### src/rtl/mem_bus_arbiter.sv
// mem_bus_arbiter: shares one memory port between Icache BURST_LEN-word line fills and Dcache single-word accesses.
// Grant/M_en follow a sampled request by 1 cycle; each word waits on M_ready indefinitely; ARB_RR_EN selects round-robin ties (default: D wins).
module mem_bus_arbiter #(
  parameter int DATA_W    = 32,
  parameter int BURST_LEN = 4,
  localparam int CNT_W    = (BURST_LEN > 1) ? $clog2(BURST_LEN) : 1
) (
  input  logic              clk,
  input  logic              rst,
  input  logic              I_req,
  input  logic [DATA_W-1:0] I_addr,
  output logic              I_grant,
  output logic              I_valid,
  output logic [DATA_W-1:0] I_rdata,
  output logic [CNT_W-1:0]  I_word,
  output logic              I_done,
  input  logic              D_req,
  input  logic              D_we,
  input  logic [DATA_W-1:0] D_addr,
  input  logic [DATA_W-1:0] D_wdata,
  output logic              D_grant,
  output logic [DATA_W-1:0] D_rdata,
  output logic              D_done,
  output logic              M_en,
  output logic              M_we,
  output logic [DATA_W-1:0] M_addr,
  output logic [DATA_W-1:0] M_wdata,
  input  logic [DATA_W-1:0] M_rdata,
  input  logic              M_ready
);

  localparam logic [DATA_W-1:0] LINE_MASK = ~DATA_W'(BURST_LEN * 4 - 1);
  localparam logic [DATA_W-1:0] WORD_MASK = ~DATA_W'(3);
  localparam logic [CNT_W-1:0]  CNT_LAST  = CNT_W'(BURST_LEN - 1);

  typedef enum logic [1:0] {
    IDLE    = 2'd0,
    SERVE_I = 2'd1,
    SERVE_D = 2'd2
  } state_t;

  typedef enum logic {
    SRC_I = 1'b0,
    SRC_D = 1'b1
  } src_t;

  state_t            state, state_nxt;
  src_t              last_served, last_nxt;
  logic [CNT_W-1:0]  cnt, cnt_nxt, cnt_wrap;
  logic [DATA_W-1:0] line_base, base_nxt;
  logic [DATA_W-1:0] fill_addr;
  logic              tie_to_d;
  logic              pick_d;

  logic              i_grant_nxt, i_valid_nxt, i_done_nxt;
  logic [DATA_W-1:0] i_rdata_nxt;
  logic [CNT_W-1:0]  i_word_nxt;
  logic              d_grant_nxt, d_done_nxt;
  logic [DATA_W-1:0] d_rdata_nxt;
  logic              m_en_nxt, m_we_nxt;
  logic [DATA_W-1:0] m_addr_nxt, m_wdata_nxt;

`ifdef ARB_RR_EN
  assign tie_to_d = (last_served == SRC_I);
`else
  logic unused_last_served;
  assign tie_to_d           = 1'b1;
  assign unused_last_served = last_served;
`endif

  assign pick_d    = D_req && (!I_req || tie_to_d);
  assign cnt_wrap  = (cnt == CNT_LAST) ? '0 : cnt + 1'b1;
  assign fill_addr = line_base + (DATA_W'(cnt) << 2);

  always_ff @(posedge clk) begin
    if (rst) begin
      state       <= IDLE;
      last_served <= SRC_I;
      cnt         <= '0;
      line_base   <= '0;
      I_grant     <= 1'b0;
      I_valid     <= 1'b0;
      I_rdata     <= '0;
      I_word      <= '0;
      I_done      <= 1'b0;
      D_grant     <= 1'b0;
      D_rdata     <= '0;
      D_done      <= 1'b0;
      M_en        <= 1'b0;
      M_we        <= 1'b0;
      M_addr      <= '0;
      M_wdata     <= '0;
    end else begin
      state       <= state_nxt;
      last_served <= last_nxt;
      cnt         <= cnt_nxt;
      line_base   <= base_nxt;
      I_grant     <= i_grant_nxt;
      I_valid     <= i_valid_nxt;
      I_rdata     <= i_rdata_nxt;
      I_word      <= i_word_nxt;
      I_done      <= i_done_nxt;
      D_grant     <= d_grant_nxt;
      D_rdata     <= d_rdata_nxt;
      D_done      <= d_done_nxt;
      M_en        <= m_en_nxt;
      M_we        <= m_we_nxt;
      M_addr      <= m_addr_nxt;
      M_wdata     <= m_wdata_nxt;
    end
  end

  // Each word is an M_en phase followed by one M_en-low phase carrying the
  // valid/done pulse; the low phase after the last word returns to IDLE.
  always_comb begin
    state_nxt   = state;
    last_nxt    = last_served;
    cnt_nxt     = cnt;
    base_nxt    = line_base;
    i_grant_nxt = I_grant;
    i_valid_nxt = 1'b0;
    i_rdata_nxt = I_rdata;
    i_word_nxt  = I_word;
    i_done_nxt  = 1'b0;
    d_grant_nxt = D_grant;
    d_rdata_nxt = D_rdata;
    d_done_nxt  = 1'b0;
    m_en_nxt    = M_en;
    m_we_nxt    = M_we;
    m_addr_nxt  = M_addr;
    m_wdata_nxt = M_wdata;

    case (state)
      IDLE: begin
        if (pick_d) begin
          state_nxt   = SERVE_D;
          last_nxt    = SRC_D;
          d_grant_nxt = 1'b1;
          m_en_nxt    = 1'b1;
          m_we_nxt    = D_we;
          m_addr_nxt  = D_addr & WORD_MASK;
          m_wdata_nxt = D_wdata;
        end else if (I_req) begin
          state_nxt   = SERVE_I;
          last_nxt    = SRC_I;
          cnt_nxt     = '0;
          base_nxt    = I_addr & LINE_MASK;
          i_grant_nxt = 1'b1;
          m_en_nxt    = 1'b1;
          m_we_nxt    = 1'b0;
          m_addr_nxt  = I_addr & LINE_MASK;
        end
      end

      SERVE_I: begin
        if (M_en) begin
          if (M_ready) begin
            m_en_nxt    = 1'b0;
            i_valid_nxt = 1'b1;
            i_rdata_nxt = M_rdata;
            i_word_nxt  = cnt;
            i_done_nxt  = (cnt == CNT_LAST);
            cnt_nxt     = cnt_wrap;
          end
        end else if (cnt == '0) begin
          // Counter has wrapped: the final word was returned last cycle.
          state_nxt   = IDLE;
          i_grant_nxt = 1'b0;
          m_addr_nxt  = '0;
        end else begin
          m_en_nxt    = 1'b1;
          m_addr_nxt  = fill_addr;
        end
      end

      SERVE_D: begin
        if (M_en) begin
          if (M_ready) begin
            m_en_nxt   = 1'b0;
            m_we_nxt   = 1'b0;
            d_done_nxt = 1'b1;
            if (!M_we) begin
              d_rdata_nxt = M_rdata;
            end
          end
        end else begin
          state_nxt   = IDLE;
          d_grant_nxt = 1'b0;
          m_addr_nxt  = '0;
          m_wdata_nxt = '0;
        end
      end

      default: begin
        state_nxt = IDLE;
      end
    endcase
  end

endmodule

### config.mk
export PLATFORM = sky130hd
export DESIGN_NAME = mem_bus_arbiter
export DESIGN_NICKNAME = d
export VERILOG_FILES = /design/src/rtl/mem_bus_arbiter.sv
export SDC_FILE = /design/constraint.sdc
export NUM_CORES = 1
export LEC_CHECK = 0
export CAP_MARGIN = 10
export CORE_UTILIZATION = 40
export DETAILED_ROUTE_END_ITERATION = 7
export PLACE_DENSITY_LB_ADDON = 0.15
export SLEW_MARGIN = 0
export SYNTH_ARGS = -nofsm -noshare
export SYNTH_HDL_FRONTEND = slang
export SYNTH_SLANG_ARGS = --single-unit
### constraint.sdc
create_clock -name clk -period 1.8 [get_ports clk]
set_clock_uncertainty 0.05 [all_clocks]
set_input_delay 0.36 -clock clk [delete_from_list [all_inputs] [get_ports clk]]
set_output_delay 0.36 -clock clk [all_outputs]
set_load 0.02 [all_outputs]
; ---- After elaboration in Yosys (flattened, before gate mapping)
; Index checks and enable logic that the tools add are counted.
[op_classes]
n_mul = 0
n_shift = 0
mux = 41
n_reduce_logical = 18
n_lt_le_gt_ge = 0
addsub = 2
bitwise_logic = 6
eq_ne = 14
div_mod_pow = 0
[ops]
columns = op, count
row1 = $mux W32, 6
row2 = $pmux W32 S3, 1
row3 = $pmux W32 S2, 1
row4 = $add A32 B4 Y32, 1
row5 = $mux W2, 10
row6 = $ne A2 B2 Y1 const B, 10
row7 = $mux W1, 17
row8 = $reduce_and A4 Y1, 4
row9 = $reduce_and A5 Y1, 2
row10 = $reduce_and A3 Y1, 3
row11 = $not A1 Y1, 6
row12 = $pmux W1 S2, 3
row13 = $pmux W2 S3, 1
row14 = $eq A2 B2 Y1 const B, 2
row15 = $logic_not A2 Y1, 2
row16 = $pmux W2 S2, 1
row17 = $reduce_bool A2 Y1, 2
row18 = $reduce_or A2 Y1, 2
row19 = $reduce_or A4 Y1, 1
row20 = $ne A3 B3 Y1 const B, 1
row21 = $pmux W1 S3, 1
row22 = $reduce_bool A3 Y1, 1
row23 = $add A2 B1 Y2 const B, 1
row24 = $eq A2 B1 Y1 const B, 1
row25 = $reduce_and A2 Y1, 1
[totals]
ram_bits = 0
memories = 0
ff_bits = 169
romBits = 0
wordCells = 96
latchBits = 0

; ---- Longest topological paths before layout
[logic_depth]
word_depth = 5
mapped_depth = 8
depth_no_buf = 5

; ---- Worst setup path before layout
; Ideal clock, no wire load.
[synth_path]
path_type = register -> register
startpoint = reg state[0]
endpoint = reg M_addr[13]
slack_ns = 0.035
setup_ns = 0.131
stages_incl_launch_ff = 9
arrival_ns = 1.584
required_time_ns = 1.619
synth_period_minus_slack_ns = 1.765
cell_sequence = dfxtp_1 inv_1 ha_1 buf_2 and3b_1 buf_2 buf_2 a2bb2oi_1 o21ai_1
[synth_via]
elab_chain_len = 3
word_cells_on_any_way = 9
cone_classes = eq/ne: 5 / mux: 1 / reduce/logical: 3
[synth_lines]
columns = element, line
row1 = start: declaration, 47  ; state_t state, state_nxt;
row2 = start signal: assignment, 94  ; state <= state_nxt;
row3 = "$eq A2 B2 Y1, or another cell as far along", 133  ; case (state)
row4 = "$ne A2 B2 Y1 (no source line), or another cell as far along", --
row5 = $reduce_and A4 Y1 (no source line), --
row6 = end signal: assignment, 108  ; M_addr <= m_addr_nxt;
row7 = end: declaration, 26  ; output logic [DATA_W-1:0] M_addr,
; Several ways; a longest one is shown, not always the timed one.
; A chain may end at the register's enable or synchronous reset.

; ---- Worst setup path after layout
[layout_path]
startpoint = reg D_rdata[18]
endpoint = out D_rdata[18]
[layout_lines]
columns = element, line
row1 = start: declaration, 22  ; output logic [DATA_W-1:0] D_rdata,
row2 = start signal: assignment, 104  ; D_rdata <= d_rdata_nxt;
; No word-level cell between the ends.

==> qor.txt <==
Status: complete, no violations
Worst flop-to-flop path endpoint: M_addr[26]
Area of the mapped netlist: 7140 um2
Post-synthesis sequential element count: 167
Non-Filler Instances: 1,302
Final setup violation count: 0
Share of the core filled with cells: 62.2%
Number of global-route vias before repair: 6,437
Die X: 136 um
Final net count: 1,207
Grt total ovfl: 0
Largest vdd supply drop: 733 uV
Unrepaired setup endpoints after global routing: true
Hold Fails Final Rpt: 0
Final Wtd Congestion: 0.748
Dominant combinational cell family by area after synthesis: compound AO/OA/AOI/OAI gates
Cell chosen for the clock root: sky130_fd_sc_hd__clkbuf_16
Reg2reg start: state[1]
Tightest Hold Check Type: input port to flop
Clock-pin slew on the worst setup and hold paths: 70 ps
Fillcell total: 1,565
Xor-xnor portion of the synthesized cell area: 0%
Critical path, cell by cell: clkdlybuf4s50_1
Number of enable flip-flop cells after synthesis: 0
Number of cells on the critical path: 1
Instance count of the mapped netlist: 827
Unique cell type count in the Yosys netlist: 46
CTS Hold Bufs: 0
Library cell contributing the largest single delay on the critical path: sky130_fd_sc_hd__clkdlybuf4s50_1
DRC violation count after routing: 0
Setup CP Type: flop to output pin
Total detailed-routing wirelength: 21,400 um
Max-slew violation count: 0
Setup_tns: 0 ps
Number of core rows: 48
Half-perimeter wire length after placement: 14,400 um
Multiplexer fraction of the synthesized cell area: 4.35%
Max stage delay on crit path: 610 ps
PnR Total Power: 0.0101 W
Syn. warnings: 0
Nature of the critical path startpoint: flop
Sequential cell area fraction in the yosys report: 46.8%
Critical Path Start: D_rdata[18]
Detailed Route Iter0 Violations: 423
Endpoint of the most critical setup path: D_rdata[18]
Leakage power total: 5.27 nW
Drt wl/cell: 16.4 um
Number of buffer and inverter instances along the worst setup path: 1
Logic depth of the worst register-to-register path: 6
TritonCTS clock tree: yes
Number of sinks handled by clock tree synthesis: 167
Share of cells above drive strength 1: 8.08%
Area fraction in compound gates after synthesis: 23.5%
Area added between synthesis and finish: 51.1%
Maximum number of pins on one net before global-route repair: 57
Highest attainable clock frequency: 562 MHz
Global-route total usage across every layer: 23.0%
Hold Slack: 152 ps
Max-cap check violation count: 0
Post-CTS setup repair buffer count: 0
Time the worst path needs with I/O delays and setup: 1780 ps
Global-route wire length before repair: 33,400 um
H-tree levels: 4
Setup crit end kind: output pin
Source-to-sink clock delay at the later pin of the worst-skew pair: 420 ps
Leading register cell type out of synthesis: sky130_fd_sc_hd__dfxtp_1
Diodes inserted: 0
Cell type group with the largest total delay on the critical path: buffers and inverters
Crit path DAT: 1370 ps
Floorplan core area: 17,400 um2
Die Height: 136 um
Setup slack of the worst register-to-register path: 100 ps
Number of vias per cell: 5.25
Placed cell count: 1,270
PwrDens: 935 nW/um2
Die area: 18,400 um2
Maximum fanout encountered on the critical timing path: 2
Antenna violations before repair: 0
IO Port Bufs: 262
Number of detailed-route iterations in the first pass: 5
Synth Area in Simple Gates: 17.5%
Clock tree buffer depth: 2
Adder and majority gate portion of the synthesized area: 1.58%
Final period utilization: 98.8%
Async SR Flop Fraction: 0%
Initial standard-cell utilization of the core: 41.1%
Number of top-level pins: 271
Remaining number of nets flagged by the antenna check after routing: 0
Synth Area per Inst: 8.63 um2
Routed vias: 6,842
Required arrival time at the worst endpoint: 1390 ps
Number of buffers inserted during clock tree synthesis: 17
==> per-stage QoR <==
stage                     setup slack [ps]  area (um2)
final                                 20.9       10800
after floorplan                       34.6        7140
after global placement                -122       10100
after CTS                            0.247       10600
after global routing                 -16.6       10800
after detailed placement              -147       10100
==> layer usage <==
layer	track usage, %	routed length [um]	vias up
met1	30.8	9830	3148
met2	36.1	9800	228
li1	-	-	3434
met3	4.90	1370	32
met5	0	0	-
met4	8.49	402	0
==> state kept, by name, summed over array words and instances, names as in the netlist, 2 cells and up <==
signal / flops
state: 2
M_addr: 30
M_wdata: 32
cnt: 2
I_word: 2
I_rdata: 32
line_base: 28
D_rdata: 32
==> worst min path at each step <==
stage	endpoint	depth (start not counted)	slack [ps]	startpoint
final	D_grant	2	150	rst
after global routing	D_grant	2	170	rst
after detailed placement	D_rdata[14]	2	400	D_rdata[14]
after floorplan	line_base[10]	2	390	line_base[10]
after CTS	D_grant	2	140	rst
after global placement	D_rdata[12]	2	390	D_rdata[12]
==> cell usage in the layout, fill, tap and decap left out, types with 6 or more instances in the layout <==
cell type                         synthesis  layout
sky130_fd_sc_hd__o311ai_1                10      15
sky130_fd_sc_hd__ha_1                     9       6
sky130_fd_sc_hd__mux2i_1                 31      31
sky130_fd_sc_hd__a21oi_1                129     129
sky130_fd_sc_hd__o311ai_0                18      13
sky130_fd_sc_hd__clkdlybuf4s50_1          0     131
sky130_fd_sc_hd__dlymetal6s2s_1           0      59
sky130_fd_sc_hd__o21ai_1                 28      28
sky130_fd_sc_hd__buf_4                    9      31
sky130_fd_sc_hd__dfxtp_1                167     165
sky130_fd_sc_hd__dlygate4sd2_1            0      70
sky130_fd_sc_hd__o31ai_1                 35      35
sky130_fd_sc_hd__buf_12                   0      12
sky130_fd_sc_hd__clkbuf_16                0      17
sky130_fd_sc_hd__a2bb2oi_1               28      28
sky130_fd_sc_hd__inv_1                    7       7
sky130_fd_sc_hd__nand2_1                198     198
sky130_fd_sc_hd__nand4b_1                34      34
==> area by class of cell <==
class	count	area, um2	area share [%]
multi-input cells	567	3370	31.3
flip-flops and latches	167	3350	31.0
repair buffers	304	3150	29.2
clock buffers	17	425	3.94
well taps	225	282	2.61
clock inverters	15	191	1.77
inverters	7	26.3	0.244
==> cell usage after synthesis, drive strengths merged (3+ instances only) <==
| cell | n | share of area, % |
|---|---|---|
| buf | 46 | 3.7 |
| o31ai | 35 | 3.7 |
| nand4 | 3 | 0.47 |
| ha | 9 | 1.6 |
| nand3 | 3 | 0.21 |
| nand2b | 4 | 0.35 |
| mux2i | 31 | 4.3 |
| o311ai | 28 | 3.4 |
| o21ai | 29 | 2.1 |
| a2bb2oi | 28 | 3.4 |
| dfxtp | 167 | 47 |
| nor2 | 6 | 0.32 |
| inv | 7 | 0.37 |
| a21oi | 129 | 9.0 |
| nand4b | 34 | 4.2 |
| clkbuf | 41 | 2.2 |
| nand2 | 198 | 10 |
==> what timing repair did <==
item | CTS | global route
endpoints found under the setup margin | 84 | 125
pin swaps | 0 | 0
resized for setup | 71 | 70
==> cell families after synthesis <==
kind of cell               count (synthesis)
muxes                                     31
other                                      1
adders and majority gates                  9
AOI/OAI and AO/OA                        264
DFF                                      167
and+or+nand+nor                          261
buffers and inverters                     94
==> report_power, final <==
part | internal, W | total, W | switching, W
Sequential | 0.00394 | 0.00408 | 0.000134
Combinational | 0.00103 | 0.00219 | 0.00116
Clock | 0.00222 | 0.00383 | 0.00160
No activity file was read; power rests on OpenSTA's default activity.
==> RTL edit (config.mk and constraints unchanged) <==
The parameter `DATA_W` goes from 32 to 64.
--- a/src/rtl/mem_bus_arbiter.sv
+++ b/src/rtl/mem_bus_arbiter.sv
@@ -1,7 +1,7 @@
 // mem_bus_arbiter: shares one memory port between Icache BURST_LEN-word line fills and Dcache single-word accesses.
 // Grant/M_en follow a sampled request by 1 cycle; each word waits on M_ready indefinitely; ARB_RR_EN selects round-robin ties (default: D wins).
 module mem_bus_arbiter #(
-  parameter int DATA_W    = 32,
+  parameter int DATA_W    = 64,
   parameter int BURST_LEN = 4,
   localparam int CNT_W    = (BURST_LEN > 1) ? $clog2(BURST_LEN) : 1
 ) (
Interface: changed (8 resized); port bits go from 271 to 527. The function was not compared with the original's and may differ.
==> RTL edit against the unedited design <==
  * Wire length is 120% higher
  * Global-route usage is 3.3 points higher
  * Synthesized area is 87% higher
  * Setup slack better by 0.033 ns
  * Design area is 87% higher
  * Register-to-register slack worse by 0.05 ns
  * Sequential cell count is 160 higher
  * First-iteration DRC count is 110% higher
  * Clock power is 83% higher
  * Core utilization is 0.57 points lower
  * Synthesized cell count is 90% higher
  * Maximum frequency is 1.9% higher
  * Sequential power is 95% higher
  * Power is 89% higher
  * Largest power group unchanged
  * Highest routed layer unchanged
==> RTL edit: results (changes against the unedited design) <==
[run_status]
status=complete, no violations  ; unchanged

[finish]
drive_gt1_share_pct=7.51  ; was 8.08%
nets=2315  ; was 1207

[worst_setup_path]
r2r_setup_slack_ns=0.05  ; was 0.10 ns
worst-path-max-fanout=30  ; was 2
cpLargestDelayFamily=compound AO/OA/AOI/OAI gates  ; was buffers and inverters
cp_slowest_stage_delay_ns=0.31  ; was 0.61 ns
cp_data_arrival_time_ns=2.07  ; was 1.37 ns

[synthesis]
netlist_instances=1571  ; was 827
synthTopCellsByCount=454 x nand2_1, 327 x dfxtp_1, 257 x a21oi_1, 67 x clkbuf_1, 67 x o31ai_1  ; was 198 x nand2_1, 167 x dfxtp_1, 129 x a21oi_1, 41 x clkbuf_1, 35 x o31ai_1
synth_area_leaders=dfxtp_1 49%, nand2_1 13%, a21oi_1 9.6%, mux2i_1 4.7%, a2bb2oi_1 3.9%  ; was dfxtp_1 47%, nand2_1 10%, a21oi_1 9.0%, mux2i_1 4.3%, nand4b_1 4.2%
synth_cell_type_count=47  ; was 46
synth_seq_area_share_pct=49.0  ; was 46.8%

[global_routing]
grt_pass1_vias=12600  ; was 6437
grt_pass1_wl_um=70600  ; was 33400 um
track_usage_pct=26.2  ; was 23.0%

[route]
avgViaCountPerCell=5.25  ; about the same
drt_iter0_drc=874  ; was 423
wl_per_cell_um=19.0  ; was 16.4 um

[place]
detailedPlace.worstSlack_ns=-0.191  ; was -0.147 ns
dp.cells=2442  ; was 1270
gp_congestion=0.818  ; was 0.748
portBuffers=518  ; was 262

[power_and_ir_drop]
power_leakage_uw=0.00862  ; was 0.00527 uW
vdd_drop_max_uv=525  ; was 733 uV
power.switching_uw=5390  ; was 2890 uW

[clock_tree]
clockBufferDepth=3  ; was 2
clk_latency_ns=0.51  ; was 0.42 ns
cts_buffers=36  ; was 17

[timing]
worstMarginPinSlew_ns=0.641
period_needed_ns=1.75  ; was 1.78 ns
worst_hold_slack_ns=0.236  ; was 0.152 ns

[RTL edit: cell types whose count changed in the layout (fill, tap and decap cells not counted), sizes merged, moves of 42 or more]
cell and change:
a21oi +128, clkbuf +42, clkdlybuf4s50 +122, dfxtp +160
dlygate4sd2 +193, dlymetal6s2s -59, nand2 +256
[RTL edit: worst register-to-register path: stages (launching register included)]
cell and delay (ns):
dfxtp_1 0.31, buf_4 0.15, ha_1 0.27, and2_2 0.28, buf_12 0.18, o31ai_1 0.26
a21oi_1 0.11
[RTL edit: final cells by class]
type	instances	area (um^2)	share of cell area [%]
flip-flops and latches	327	6550	32.5
multi-input cells	1080	6070	30.1
repair buffers	592	5840	29.0
clock buffers	55	1090	5.43
well taps	442	553	2.75
inverters	7	26.3	0.130
clock inverters	3	15.0	0.0745
diodes	2	5.00	0.0248
[RTL edit: routing by layer]
layer  global-route usage [%]  wire (um)
met1                     29.9      18300
met2                     46.1      23600
met3                     7.15       4110
met4                     10.8       1640
met5                        0          0
[RTL edit: timing repair]
item | in CTS | in global routing
pin swaps | 0 | 2
setup buffers | 0 | 2
gates cloned | 0 | 4
endpoints found under the hold margin | 0 | 0
gates resized for setup | 264 | 38
setup endpoints to repair | 273 | 127
[RTL edit: metrics by stage]
| stage | TNS (ns) | cell area, um^2 | util (%) |
|---|---|---|---|
| 3_3_place_gp | -7.69 | 19200 | 58.6 |
| 6_report | 0 | 20100 | 61.6 |
| 4_1_cts | 0 | 20000 | 61.0 |
| 2_1_floorplan | 0 | 13400 | - |
| 5_1_grt | -1.39 | 20100 | 61.6 |
| 3_5_place_dp | -10.90 | 19200 | 58.6 |
[RTL edit: worst paths after layout]
path	startpoint	endpoint	cells after the start
worst min-delay path	D_req	M_we$_SDFFE_PP0P_	3
worst max register to register	state[1]$_SDFFE_PP0P_	M_wdata[42]$_SDFFE_PP0P_	6
worst min register to register	D_rdata[20]$_SDFFE_PP0P_	D_rdata[20]$_SDFFE_PP0P_	2
worst max-delay path	state[1]$_SDFFE_PP0P_	M_wdata[42]$_SDFFE_PP0P_	6
[RTL edit: kinds of logic (layout without fill, tap and decap cells)]
logic type	count (synthesis)	after routing	share of synthesized area, %
and+or+nand+nor	486	486	14.5
adders and majority gates	9	9	0.844
AOI/OAI and AO/OA	520	520	24.5
buffers and inverters	165	657	6.28
muxes	63	63	4.72
other	1	4	0.0281
DFF	327	327	49.0
[RTL edit: power groups by stage]
stage          Sequential (uW)  Clock (uW)  Combinational, uW
2_1_floorplan             8580           0               1690
3_3_place_gp              8120           0               4240
3_5_place_dp              8120           0               4270
4_1_cts                   7960        7130               4020
5_1_grt                   8020        7450               4380
6_report                  7970        7020               4120
